[config.mk]
export PLATFORM = sky130hd
export DESIGN_NAME = stream_feeder
export DESIGN_NICKNAME = d
export VERILOG_FILES = /design/src/rtl/stream_feeder_pkg.sv /design/src/rtl/sample_fifo.sv /design/src/rtl/stream_feeder.sv
export SDC_FILE = /design/constraint.sdc
export NUM_CORES = 1
export LEC_CHECK = 0
export BUFFER_PORTS_ARGS = -buffer_cell sky130_fd_sc_hd__buf_2
export CAP_MARGIN = 20
export CORE_UTILIZATION = 62
export CTS_CLUSTER_DIAMETER = 50
export DETAILED_ROUTE_END_ITERATION = 7
export GPL_ROUTABILITY_DRIVEN = 1
export PLACE_DENSITY = 0.84
export SYNTH_ARGS = -nofsm -noshare
export SYNTH_HDL_FRONTEND = slang
export SYNTH_SLANG_ARGS = --single-unit
[constraint.sdc]
create_clock -name clk -period 3.6 [get_ports clk]
set_clock_uncertainty 0.1 [all_clocks]
set_input_delay 0.36 -clock clk [delete_from_list [all_inputs] [get_ports clk]]
set_output_delay 0.36 -clock clk [all_outputs]
set_load 0.02 [all_outputs]
[src/rtl/stream_feeder_pkg.sv]
// rtl/stream_feeder_pkg.sv - shared state type and default parameters for stream_feeder
package stream_feeder_pkg;

  localparam int DEFAULT_DATA_WIDTH = 32;
  localparam int DEFAULT_DEPTH      = 4;
  localparam int DEFAULT_WINDOW     = 8;

  typedef enum logic [0:0] {
    RUN   = 1'b0,
    CLEAR = 1'b1
  } state_t;

endpackage

[src/rtl/sample_fifo.sv]
// rtl/sample_fifo.sv - synchronous count-based sample buffer, head visible combinationally
module sample_fifo #(
  parameter int DATA_WIDTH = 32,
  parameter int DEPTH      = 4
) (
  input  logic                   clk,
  input  logic                   reset,
  input  logic                   wr_en,
  input  logic [DATA_WIDTH-1:0]  wr_data,
  input  logic                   rd_en,
  output logic [DATA_WIDTH-1:0]  rd_data,
  output logic [$clog2(DEPTH):0] count,
  output logic                   full,
  output logic                   empty
);

  localparam int AW = $clog2(DEPTH);

  logic [DATA_WIDTH-1:0] mem [DEPTH];
  logic [AW-1:0]         wr_ptr;
  logic [AW-1:0]         rd_ptr;

  assign rd_data = mem[rd_ptr];
  assign full    = (count == (AW+1)'(DEPTH));
  assign empty   = (count == '0);

  always_ff @(posedge clk) begin
    if (wr_en) begin
      mem[wr_ptr] <= wr_data;
    end
  end

  // Pointers wrap naturally because DEPTH is a power of two.
  always_ff @(posedge clk) begin
    if (reset) begin
      wr_ptr <= '0;
      rd_ptr <= '0;
      count  <= '0;
    end else begin
      if (wr_en) wr_ptr <= wr_ptr + 1'b1;
      if (rd_en) rd_ptr <= rd_ptr + 1'b1;
      case ({wr_en, rd_en})
        2'b10:   count <= count + 1'b1;
        2'b01:   count <= count - 1'b1;
        default: count <= count;
      endcase
    end
  end

endmodule

[src/rtl/stream_feeder.sv]
// rtl/stream_feeder.sv - buffers samples and feeds them in fixed windows to a tracker,
// pulsing window_clear after each window's final sample has been presented.
module stream_feeder
  import stream_feeder_pkg::*;
#(
  parameter int DATA_WIDTH = DEFAULT_DATA_WIDTH,
  parameter int DEPTH      = DEFAULT_DEPTH,
  parameter int WINDOW     = DEFAULT_WINDOW
) (
  input  logic                  clk,
  input  logic                  reset,
  input  logic [DATA_WIDTH-1:0] din,
  input  logic                  din_valid,
  output logic                  din_ready,
  input  logic                  hold,
  output logic [DATA_WIDTH-1:0] dout,
  output logic                  dout_valid,
  output logic                  window_clear
);

  localparam int CW = $clog2(WINDOW);

  state_t                state, state_next;
  logic [CW-1:0]         sample_cnt;
  logic                  wr_en, rd_en, last_read;
  logic [DATA_WIDTH-1:0] head;
  logic [$clog2(DEPTH):0] fifo_count;
  logic                  fifo_full, fifo_empty;

  // Ready comes from the registered count only, so a full buffer never takes a bypass write.
  assign din_ready = !reset && !fifo_full;
  assign wr_en     = din_valid && din_ready;
  assign last_read = rd_en && (sample_cnt == CW'(WINDOW - 1));

  sample_fifo #(
    .DATA_WIDTH (DATA_WIDTH),
    .DEPTH      (DEPTH)
  ) u_fifo (
    .clk     (clk),
    .reset   (reset),
    .wr_en   (wr_en),
    .wr_data (din),
    .rd_en   (rd_en),
    .rd_data (head),
    .count   (fifo_count),
    .full    (fifo_full),
    .empty   (fifo_empty)
  );

  always_ff @(posedge clk) begin
    if (reset) state <= RUN;
    else       state <= state_next;
  end

  always_comb begin
    state_next = state;
    case (state)
      RUN:     if (last_read) state_next = CLEAR;
      CLEAR:   state_next = RUN;
      default: state_next = RUN;
    endcase
  end

  always_comb begin
    rd_en = (state == RUN) && !fifo_empty && !hold;
  end

  always_ff @(posedge clk) begin
    if (reset) begin
      sample_cnt   <= '0;
      dout         <= '0;
      dout_valid   <= 1'b0;
      window_clear <= 1'b0;
    end else begin
      if (last_read)  sample_cnt <= '0;
      else if (rd_en) sample_cnt <= sample_cnt + 1'b1;
      // Idle dout is forced to zero so the tracker never sees a stale value as new data.
      dout         <= rd_en ? head : '0;
      dout_valid   <= rd_en;
      window_clear <= (state == CLEAR);
    end
  end

endmodule

# After elaboration in Yosys (flattened, before gate mapping)
# Memory sizes are Yosys's and may differ from the RTL's. A register that Yosys moved wholly into a read port is not among the register bits.
# Cells that the tools add are included.
[word_totals] regBits=13 latch_bits=0 mem_bits_rw=128 romBits=0 inputBits=36 output_inout_bits=35 wordCells=37 mem_count=1
[op_classes] n_addsub=5 multipliers=0 div_mod_pow=0 n_lt_le_gt_ge=0 eq_ne=4 n_shift=0 muxes=5 bitwise_logic=2 n_reduce_logical=13
[memory_table] name="u_fifo.mem" depth=4 width=32 read_ports=1 rd_clocked_by_memory_dff=1 wr=1 line="sample_fifo.sv:19" rtl="logic [DATA_WIDTH-1:0] mem [DEPTH];"
[op_table] op="$add A3 B1 Y3 const B" n=2
[op_table] op="$eq A3 B3 Y1 const B" n=2
[op_table] op="$pmux W3 S2" n=1
[op_table] op="$logic_and A1 B1 Y1" n=5
[op_table] op="$add A2 B1 Y2 const B" n=2
[op_table] op="$logic_not A1 Y1" n=4
[op_table] op="$reduce_or A2 Y1" n=2
[op_table] op="$logic_not A3 Y1" n=1
[op_table] op="$mux W1" n=3
[op_table] op="$sub A3 B1 Y3 const B" n=1
[op_table] op="$eq A2 B1 Y1 const B" n=1
[op_table] op="$eq A2 B2 Y1 const B" n=1
[op_table] op="$not A1 Y1" n=2
[op_table] op="$pmux W1 S2" n=1
[op_table] op="$reduce_bool A2 Y1" n=1

# Depth between registers and ports, before layout
# Gate-level depths: netlist (run 1).
[depth] word_depth=7 depth_mapped=9 mapped_depth_nobuf=9

# Hierarchy
# From an unflattened synthesis (run 1), not the netlist that was laid out.
[hier_totals] hier_cells=304 hier_area_um2=6219.7
[modules_own_cells] mod="sample_fifo" n_inst=1 cells_each=214 area_per_inst_um2=5092.4 seq_area_each_um2=4023.9
[modules_own_cells] mod="stream_feeder" n_inst=1 cells_each=90 area_per_inst_um2=1127.3 seq_area_each_um2=760.7

# Worst setup path before layout (run 1)
# No wires, ideal clock.
[synth_path] path_kind="in2reg" startpoint="input hold" endpoint="register u_fifo.count[2]" setup_ns=0.071 arrival_ns=2.018 required_ns=3.429 path_slack_ns=1.411 stages=8 path_buffers=0 path_cell_list="nor2_1 > and2_1 > ha_1 > inv_1 > fa_1 > xor2_1 > or3_1 > a21oi_1"
[synth_via] elab_chain_len=4 elab_cells_between_ends=6 cone_classes="eq/ne (2); mux (1); reduce/logical (3)"
[synth_lines] element="start, declared" line="stream_feeder.sv:15" rtl="input logic hold,"
[synth_lines] element="$logic_not A1 Y1 (*)" line="stream_feeder.sv:65" rtl="rd_en = (state == RUN) && !fifo_empty && !hold;"
[synth_lines] element="$logic_and A1 B1 Y1 (*)" line="stream_feeder.sv:65"
[synth_lines] element="net rd_en" line="stream_feeder.sv:25" rtl="logic wr_en, rd_en, last_read;"
[synth_lines] element="$eq A2 B1 Y1 or $eq A2 B2 Y1 (tied branches)" line="sample_fifo.sv:42" rtl="case ({wr_en, rd_en})"
[synth_lines] element="$pmux W3 S2 or $reduce_bool A2 Y1 (tied branches)"
[synth_lines] element="end signal, assigned" line="sample_fifo.sv:43" rtl="2'b10: count <= count + 1'b1;"
[synth_lines] element="end signal, assigned" line="sample_fifo.sv:44" rtl="2'b01: count <= count - 1'b1;"
[synth_lines] element="end signal, assigned" line="sample_fifo.sv:45" rtl="default: count <= count;"
[synth_lines] element="end, declared" line="sample_fifo.sv:12" rtl="output logic [$clog2(DEPTH):0] count,"
# Mark *: on every way through the listed nets, which the timed path passes. The rest lies on a longest branch.
# A chain may end at the register's enable or synchronous reset.

# Worst setup path after layout (run 1)
[layout_path] startpoint="register state" endpoint="register u_fifo.count[2]"
[layout_via] elab_chain_len=5 elab_cells_between_ends=7 cone_classes="eq/ne (2); mux (1); bitwise (1); reduce/logical (3)"
[layout_lines] element="start, declared" line="stream_feeder.sv:23" rtl="state_t state, state_next;"
[layout_lines] element="start signal, assigned" line="stream_feeder.sv:52" rtl="else state <= state_next;"
[layout_lines] element="$not A1 Y1 (*)"
[layout_lines] element="$logic_and A1 B1 Y1 (*) (2 in a row)" line="stream_feeder.sv:65"
[layout_lines] element="net rd_en" line="stream_feeder.sv:25"
[layout_lines] element="$eq A2 B1 Y1 or $eq A2 B2 Y1 (tied branches)" line="sample_fifo.sv:42"
[layout_lines] element="$pmux W3 S2 or $reduce_bool A2 Y1 (tied branches)"
# Marked as above.

==> run summary, run 1 <==
Synthesis produced a netlist whose cell count is 313. The worst register-to-register path ends at u_fifo.count[2]$_SDFFE_PP0P_. The setup TNS after final layout is 0 ns.

The clock latency on the worst-skew pair came out at 0.52 ns. The flow ran to the end, and the final reports show no timing, DRC or antenna violations. The number of global-route vias before repair came out at 3322.

The share of synthesized flip-flops with an asynchronous set or reset is 0%. For this run, the register share of the synthesized area comes to 77.0%. The library cells used most frequently in the layout, excluding fill and tap cells, are 128 x sky130_fd_sc_hd__edfxtp_1, 70 x sky130_fd_sc_hd__buf_2, 43 x sky130_fd_sc_hd__dfxtp_1. Registers take 4750 um2. Once layout is done, the placed cells without fillers occupy 7580 um2. The final antenna diode count came out at 0.

The clock buffer count from CTS is 17. TritonCTS built the clock tree. The shortest clock period the worst path allows after layout is 2.40 ns. The global-route usage over all layers is 24.8%.

In this run the worst setup path terminates at u_fifo.count[2]$_SDFFE_PP0P_. For this design the ratio of total power to cell area is 684 nW/um2. The number of antenna violations at the first check in global routing is 0. The number of different library cells used by synthesis comes to 27. Leaving out fill and tap cells, the most frequent cell in the layout is sky130_fd_sc_hd__edfxtp_1.

The final hold slack is 0.0840 ns. After detailed routing, the wire length on met1 is 4.50 mm. The sum of net half-perimeters after detailed placement came out at 5.97 mm. In this run the register-to-register setup slack is 1.20 ns. IR analysis of the VDD net gives a maximum drop of 0.000359 V. The fraction of final layout cells with drive strength greater than 1 is 32.8%. The master of the slowest instance on the critical path is sky130_fd_sc_hd__fa_1. The critical path goes through nor2_1 -> and2_1 -> ha_1 -> inv_1 -> fa_1 -> xor2_1 -> or3_1 -> a21oi_1. The die covers 10300 um2.

The number of hold buffers added after CTS came out at 32. The row count came out at 36. The number of search-and-repair iterations in the first detailed-routing pass is 4.

At the end of routability-driven placement, the weighted congestion stood at 0.742. The required time of the worst setup path came out at 3.95 ns. The clock transition at the registers of the reported paths is 0.06 ns.

Buffers added to address setup during post-CTS repair amount to 0. The floorplan core area came out at 9680 um2. Setup repair after global routing left no endpoint under its margin. The number of cells upsized or downsized after cts is 0. The count of pins over their slew limit is 0. The worst hold path belongs to the class in -> reg. The number of endpoints with negative hold slack in the final report came out at 0. Setup violations remaining at the end of the flow were counted as 0. The largest net degree at the start of global routing is 35. The average footprint of a synthesized cell is 19.7 um2. The highest layer touched by signal routing is met4. For this run, the number of standard cells in the final layout without fillers is 569. The max-cap check violation count is 0. The wire length on met2 came out at 6.15 mm.

For this design the static power due to leakage is 2.71 nW. The final worst-path cycle share came out at 66.6%. The highest fanout seen on the critical path is 7. The detailed-route vias per instance is 5.57. The remaining design rule violation count is 0. The critical register-to-register path startpoint is state$_SDFF_PP0_. The count of filler cells inserted in the layout is 485.

STA classifies the critical path endpoint as a register. The number of enable flip-flop cells after synthesis is 128. The number of placed I/O pins is 71. The length in cells of the worst reg-to-reg path came out at 8. The number of DRC markers in iteration 0 is 174. The first global-routing pass estimated 17.5 mm of wire.

The cell class contributing the biggest share of worst-path delay is simple AND/OR/NAND/NOR gates. The total buffers and inverters traversed by the critical path came out at 1. Among all flip-flop cells after synthesis, the most frequent one is sky130_fd_sc_hd__edfxtp_1. Global routing finished with a remaining overflow of 0.

The CTS root buffer is sky130_fd_sc_hd__clkbuf_8. The average routed wire per standard cell came out at 20.3 um. The floorplan step set the die height to 102 um. The number of instances in the placed design is 505. The remaining number of nets flagged by the antenna check after routing is 0. The count of buffers added on input and output ports is 70. The final layout net count came out at 467.

Tracing the worst setup path back leads to its startpoint at state$_SDFF_PP0_. The routed design uses 557 um of met3 wire. The logic depth of the worst path, buffers included is 8. The worst setup path is of the reg -> reg kind. The number of levels in the clock H-tree came out at 4. The category of the worst setup path launch point is a register. For the worst setup path, the data arrival time is 2.75 ns. The number of clock sinks is 173.

The slew at the pin closest to its max-slew limit is 0.910 ns. The largest buffer count on any clock path is 2. The effective utilization at floorplan is 63.6%. The detailed-route via count is 3167.

The net count after synthesis is 357. In this run the tightest slew margin relative to its limit is 39.3%. After synthesis the cells add up to 6160 um2. The critical path's largest stage delay came out at 0.37 ns. The peak clock frequency supported by timing is 417 MHz.

The warning count from the yosys run came out at 0. The area growth from synthesis to layout came out at 23.1%. The total of flip-flops plus latches after synthesis is 173. The total length of routed wires came out at 11.5 mm. The total area of multi-input combinational cells is 1310 um2. The area after detailed placement came out at 6620 um2. The overall die width is 102 um.
-- per-layer routing --
layer / vias to the layer above / global-route usage, %
met5: - / 0
met4: 0 / 13.3
met3: 29 / 5.38
met2: 115 / 42.6
met1: 1611 / 29.4
li1: 1412 / -
-- kinds of logic after synthesis --
group           count (synthesis)  share of synthesized area (%)
flops                         173                           77.0
simple gates                   65                           6.18
mux                            35                           12.3
buf+inv                        21                           1.75
compound gates                  9                          0.731
fa+ha+maj                       8                           1.75
xor+xnor                        2                          0.284
-- synth_stat cells (4+ instances only) --
library cell | instances | area, um2
sky130_fd_sc_hd__a21oi_1 | 4 | 20.0
sky130_fd_sc_hd__and2_1 | 5 | 31.3
sky130_fd_sc_hd__buf_2 | 5 | 25.0
sky130_fd_sc_hd__buf_4 | 4 | 30.0
sky130_fd_sc_hd__dfxtp_1 | 45 | 901
sky130_fd_sc_hd__edfxtp_1 | 128 | 3840
sky130_fd_sc_hd__ha_1 | 7 | 87.6
sky130_fd_sc_hd__inv_1 | 8 | 30.0
sky130_fd_sc_hd__mux4_2 | 32 | 721
sky130_fd_sc_hd__nand2_1 | 5 | 18.8
sky130_fd_sc_hd__nand3_1 | 4 | 20.0
sky130_fd_sc_hd__nor2_1 | 8 | 30.0
sky130_fd_sc_hd__nor2b_1 | 34 | 213
sky130_fd_sc_hd__o21ai_0 | 5 | 25.0
-- power by group --
group	leakage, nW	switching (mW)	internal [mW]
Combinational	0.880	0.416	0.401
Clock	0.306	0.730	1.22
Sequential	1.53	0.101	2.32
-- how the worst min path moves through the flow --
| stage | from | end | slack [ns] | cells after the start |
|---|---|---|---|---|
| final | reset | u_fifo.count[1]$_SDFFE_PP0P_ | 0.08 | 2 |
| after global routing | reset | u_fifo.count[2]$_SDFFE_PP0P_ | 0.08 | 2 |
| after CTS | reset | u_fifo.count[1]$_SDFFE_PP0P_ | 0.05 | 2 |
| after detailed placement | state$_SDFF_PP0_ | state$_SDFF_PP0_ | 0.33 | 1 |
| after global placement | state$_SDFF_PP0_ | state$_SDFF_PP0_ | 0.32 | 1 |
| after floorplan | state$_SDFF_PP0_ | state$_SDFF_PP0_ | 0.31 | 1 |
-- through the flow --
stage | total power, mW | setup WS (ns) | util (%)
after floorplan | 3.04 | 1.41 | -
after global placement | 3.20 | 1.22 | 68.4
after detailed placement | 3.23 | 1.11 | 68.4
after CTS | 5.20 | 1.24 | 78.3
after global routing | 5.37 | 1.10 | 78.3
final | 5.18 | 1.20 | 78.3
-- cell type report --
class                      count  share of cell area [%]
clock buffer                  19                    5.69
clock inverter                13                    2.77
inverter                       8                   0.396
multi-input combinational    119                    17.3
sequential                   173                    62.6
tap                          133                    2.19
timing repair buffer         104                    9.04
-- sequential cells by signal, summed over array words and instances, names as in the netlist --
register / cells
u_fifo.rd_ptr: 2
sample_cnt: 3
dout: 32
window_clear: 1
u_fifo.wr_ptr: 2
u_fifo.mem: 128
state: 1
u_fifo.count: 3
dout_valid: 1
(Power assumes the default switching activity.)
==> run 2: changes to the inputs <==
--- a/config.mk
+++ b/config.mk
@@ -5,13 +5,14 @@
 export SDC_FILE = /design/constraint.sdc
 export NUM_CORES = 1
 export LEC_CHECK = 0
+export ABC_AREA = 1
 export BUFFER_PORTS_ARGS = -buffer_cell sky130_fd_sc_hd__buf_2
 export CAP_MARGIN = 20
-export CORE_UTILIZATION = 62
+export CORE_UTILIZATION = 58
 export CTS_CLUSTER_DIAMETER = 50
 export DETAILED_ROUTE_END_ITERATION = 7
 export GPL_ROUTABILITY_DRIVEN = 1
-export PLACE_DENSITY = 0.84
+export PLACE_DENSITY = 0.79
 export SYNTH_ARGS = -nofsm -noshare
 export SYNTH_HDL_FRONTEND = slang
 export SYNTH_SLANG_ARGS = --single-unit
==> constraint.sdc (replaced) <==
create_clock -name clk -period 2.3 [get_ports clk]
set_clock_uncertainty 0.1 [all_clocks]
set_input_delay 0.23 -clock clk [delete_from_list [all_inputs] [get_ports clk]]
set_output_delay 0.23 -clock clk [all_outputs]
set_load 0.02 [all_outputs]
==> run 2 against run 1 <==
Net effect:
- critical path depth grew 4
- setup slack lost 0.86 ns
- final cell count grew 33%
- maximum frequency grew 22%
- die area grew 11%
- largest power group unchanged
- largest cell class unchanged
- critical path type unchanged
- global-route usage shrank 1.6 points
- first-iteration DRC count grew 64%
==> run summary, run 2 <==
The detailed-route via count is 4041 (+28%). The net switching power of the design is 2.33 mW (+87%). The final layout net count is 652 (+40%).

The top cell types in the final layout, fill and taps aside, are 133 x sky130_fd_sc_hd__nor2_1, 128 x sky130_fd_sc_hd__edfxtp_1, 70 x sky130_fd_sc_hd__buf_2. The slew at the pin closest to its max-slew limit came out at 0.703 ns (-0.207 ns). The remaining number of nets flagged by the antenna check after routing came out at 0 (unchanged). The instance count of the mapped netlist is 496 (+58%). In this run the most used layer during global routing was met2.

The final setup violation count is 0 (unchanged). The flow ran to the end, and the final reports show no timing, DRC or antenna violations. The number of enable flip-flop cells after synthesis came out at 128 (unchanged). The required time of the worst setup path is 2.67 ns (-1.28 ns). The effective utilization at floorplan is 60.9% (-2.7 points). The leakage power is 2.93 nW (+8.1%). The number of global-route vias before repair came to 4067 (+22%). The detailed-route vias per instance was 5.35 (-4.0%). The number of cells upsized or downsized after cts was 0 (unchanged). The total length of routed wires came out at 12.4 mm (+7.1%).

The count of pins over their slew limit came to 0 (unchanged). The largest buffer count on any clock path came out at 2 (unchanged). The net count after synthesis came out at 540 (+51%). The top flip-flop cell by instance count after synthesis is sky130_fd_sc_hd__edfxtp_1.

The peak clock frequency supported by timing came out at 510 MHz (+22%). The total of flip-flops plus latches after synthesis was 173 (unchanged). The clock power share is 34.0% (-3.6 points). The final hold slack came to 0.0665 ns (-0.0175 ns).

The warning count from the yosys run came to 0 (unchanged). The design area came out at 7820 um2 (+3.1%). The number of placed I/O pins came to 71 (unchanged). The shortest clock period the worst path allows after layout is 1.96 ns (-0.438 ns). The first element of the critical path is u_fifo.count[2]$_SDFFE_PP0P_. The met2 track demand over resource in global routing is 38.4% (-4.1 points). The area of the die is 11500 um2 (+11%).

The combinational share of power is 19.6% (+3.8 points). The final antenna diode count came out at 0 (unchanged). The remaining design rule violation count came out at 0 (unchanged). The number of antenna violations at the first check in global routing came out at 0 (unchanged). TritonCTS built the clock tree. The worst register-to-register path begins at u_fifo.count[2]$_SDFFE_PP0P_. The count of cell types in the netlist is 25 (-7.4%). The number of instances in the placed design came out at 691 (+37%). The tightest slew margin relative to the limit is 53.1% (+14 points). The weighted congestion reported at the end of routability-driven placement is 0.824 (+11%). The wire length of the first global-routing pass was 19.3 mm (+10%). The count of filler cells inserted in the layout is 642 (+32%). In the synthesized netlist, the cells that appear most often are 137 x sky130_fd_sc_hd__nor2_1, 128 x sky130_fd_sc_hd__edfxtp_1, 45 x sky130_fd_sc_hd__dfxtp_1, 45 x sky130_fd_sc_hd__o21ai_1, 29 x sky130_fd_sc_hd__a21oi_2. The critical path's largest stage delay is 0.38 ns (about the same). The internal power of the cells is 5.69 mW (+44%). The largest registers in the layout are u_fifo.mem x128, dout x32. The area after detailed placement came out at 6910 um2 (+4.3%). The number of DRC markers in iteration 0 is 285 (+64%). The slack of the worst reg-to-reg path came out at 0.34 ns (-0.86 ns). The met1 layer usage reported by global route came to 27.8% (-1.6 points). The largest total area in the synthesized netlist belongs to sky130_fd_sc_hd__edfxtp_1. The power density over cell area was 1030 nW/um2 (+50%). The signal on the critical path passes through inv_2 -> nand2_4 -> nand3_4 -> inv_2 -> ha_1 -> inv_1 -> fa_1 -> a21oi_1 -> o21ai_0 -> nand2_1 -> nand2_1 -> nor2_1.

The number of clock sinks is 173 (unchanged). The global-route usage over all layers is 23.1% (-1.6 points). The flip-flop count of the largest register after layout is 128 (unchanged). The length in cells of the worst reg-to-reg path came out at 12 (+4). The highest fanout seen on the critical path is 6 (-1). The final worst-path cycle share came out at 85.2% (+19 points). The endpoint identified for the worst register-to-register timing path is u_fifo.count[2]$_SDFFE_PP0P_. The average routed wire per standard cell is 16.4 um (-19%). The area growth from synthesis to layout came out at 22.1%. The largest net degree at the start of global routing is 37 (+5.7%). The overall die width came out at 107 um (+5.3%).

The worst vdd rail ir drop came out at 0.000875 V (+140%). The clock buffer count from CTS came out at 17 (unchanged). The fraction of final layout cells with drive strength greater than 1 is 25.8% (-7.0 points). The die extent in y is 107 um (+5.3%). The portion of synthesized cell area occupied by the leading cell type is 60.1% (-2.3 points).

The count of non-filler cells in the finished layout came out at 756 (+33%). The global routing usage on met3 is 5.41% (+0.027 points). The sum of net half-perimeters after detailed placement came out at 6.70 mm (+12%). The portion of total power attributed to sequential cells came out at 46.3% (-0.3 points).

The clock latency on the worst-skew pair is 0.53 ns (about the same). The worst setup path is captured at a register. The row count came out at 37 (+2.8%).

The min-delay analysis places its worst path in the category in -> reg. The share of the yosys chip area belonging to registers came out at 74.1% (-2.9 points). Setup repair after global routing left no endpoint under its margin. The max-cap check violation count is 0 (unchanged). The average footprint of a synthesized cell came to 12.9 um2 (-34%).

STA classifies the critical path startpoint as a register. The count of buffers inserted at the top-level ports came out at 70 (unchanged). The capture point of the critical path is u_fifo.count[2]$_SDFFE_PP0P_. The final global-route overflow total is 0 (unchanged). By area the synthesized netlist is led by sky130_fd_sc_hd__edfxtp_1 60%, sky130_fd_sc_hd__dfxtp_1 14%, sky130_fd_sc_hd__nor2_1 8.0%.

The switching part of the total power came out at 29.0% (+5.0 points). The most common cell in the synthesized netlist is sky130_fd_sc_hd__nor2_1. The share of synthesized flip-flops with an asynchronous set or reset came out at 0% (unchanged).

The number of levels in the clock H-tree came out at 4 (unchanged). The floorplan core area is 10500 um2 (+8.5%). The number of endpoints with negative hold slack in the final report was 0 (unchanged). The critical path is of the reg -> reg type. The master of the slowest instance on the critical path is sky130_fd_sc_hd__fa_1.

The cell area after synthesis is 6400 um2 (+3.9%). The CTS root buffer is sky130_fd_sc_hd__clkbuf_8. The library cell used most frequently in the layout, excluding fill and tap cells, is sky130_fd_sc_hd__nor2_1. The clock transition at the registers of the reported paths is 0.06 ns (about the same).

The number of search-and-repair iterations in the first detailed-routing pass is 4 (unchanged). The worst endpoint data arrival time came out at 2.33 ns (-0.42 ns). More flip-flops sit in one register than any other, and that register is u_fifo.mem.
[run 2: cell count changes after synthesis, moves of 4 or more]
cell / change
sky130_fd_sc_hd__nor2_1: +129
sky130_fd_sc_hd__o21ai_1: +45
sky130_fd_sc_hd__nor2b_1: -34
sky130_fd_sc_hd__mux4_2: -32
sky130_fd_sc_hd__a21oi_2: +29
sky130_fd_sc_hd__o21ai_0: +20
sky130_fd_sc_hd__a21oi_1: +7
sky130_fd_sc_hd__inv_2: +7
sky130_fd_sc_hd__and2_1: -5
sky130_fd_sc_hd__inv_1: +5
sky130_fd_sc_hd__nand2_1: +5
sky130_fd_sc_hd__nand4_1: +4
[run 2: layer usage]
metal,vias to the layer above,share of wire (%)
li1,1944,-
met1,1904,41
met2,161,50
met3,32,6.5
met4,0,2.4
met5,-,0
[run 2: worst min-delay path by stage]
stage          slack, ns  depth (start not counted)              from                             to
6_report            0.07                          5              hold  u_fifo.rd_ptr[1]$_SDFFE_PP0P_
2_1_floorplan       0.20                          1             reset        window_clear$_SDFF_PP0_
3_5_place_dp        0.33                          1  state$_SDFF_PP0_               state$_SDFF_PP0_
3_3_place_gp        0.33                          1  state$_SDFF_PP0_               state$_SDFF_PP0_
5_1_grt             0.09                          5              hold  u_fifo.rd_ptr[1]$_SDFFE_PP0P_
4_1_cts             0.05                          5              hold  u_fifo.rd_ptr[1]$_SDFFE_PP0P_
[run 2: final cells by class]
class | instances | area, um2 | area share (%)
Multi-Input combinational cell | 278 | 1450 | 18.6
Sequential cell | 173 | 4750 | 60.7
Clock buffer | 18 | 428 | 5.47
Clock inverter | 13 | 143 | 1.82
Tap cell | 136 | 170 | 2.18
Timing Repair Buffer | 117 | 801 | 10.2
Inverter | 21 | 78.8 | 1.01
[run 2: cell families after synthesis]
logic type	share of synthesized area, %
AOI/OAI and AO/OA	10.3
and+or+nand+nor	10.2
adders and majority gates	1.68
DFF	74.1
buffers and inverters	3.68
[run 2: worst max-delay path: cells and delay by family, from the launching register on]
kind / cells / cell delay, ns
and+or+nand+nor: 5 / 0.40
buffers and inverters: 3 / 0.23
DFF: 1 / 0.37
adders and majority gates: 2 / 0.52
AOI/OAI and AO/OA: 2 / 0.27
[run 2: per-stage QoR]
step           util (%)  setup WS (ns)  total power [mW]  setup TNS, ns
2_1_floorplan         -         -0.184              4.91         -23.55
3_3_place_gp       65.7          0.461              5.23              0
3_5_place_dp       65.7          0.361              5.29              0
4_1_cts            74.4          0.345              8.03              0
5_1_grt            74.4          0.151              8.35              0
6_report           74.4          0.340              8.02              0
[run 2: what timing repair did]
action                                 4_1_cts  5_1_grt
hold buffers                                34        0
endpoints found under the hold margin      134        0
setup buffers                                0        0
[run 2: power groups by stage]
| stage | logic, mW | registers (mW) | clock network, mW |
|---|---|---|---|
| after floorplan | 1.02 | 3.89 | 0 |
| after global placement | 1.46 | 3.77 | 0 |
| after detailed placement | 1.51 | 3.78 | 0 |
| after CTS | 1.57 | 3.71 | 2.74 |
| after global routing | 1.73 | 3.74 | 2.88 |
| final | 1.57 | 3.71 | 2.73 |
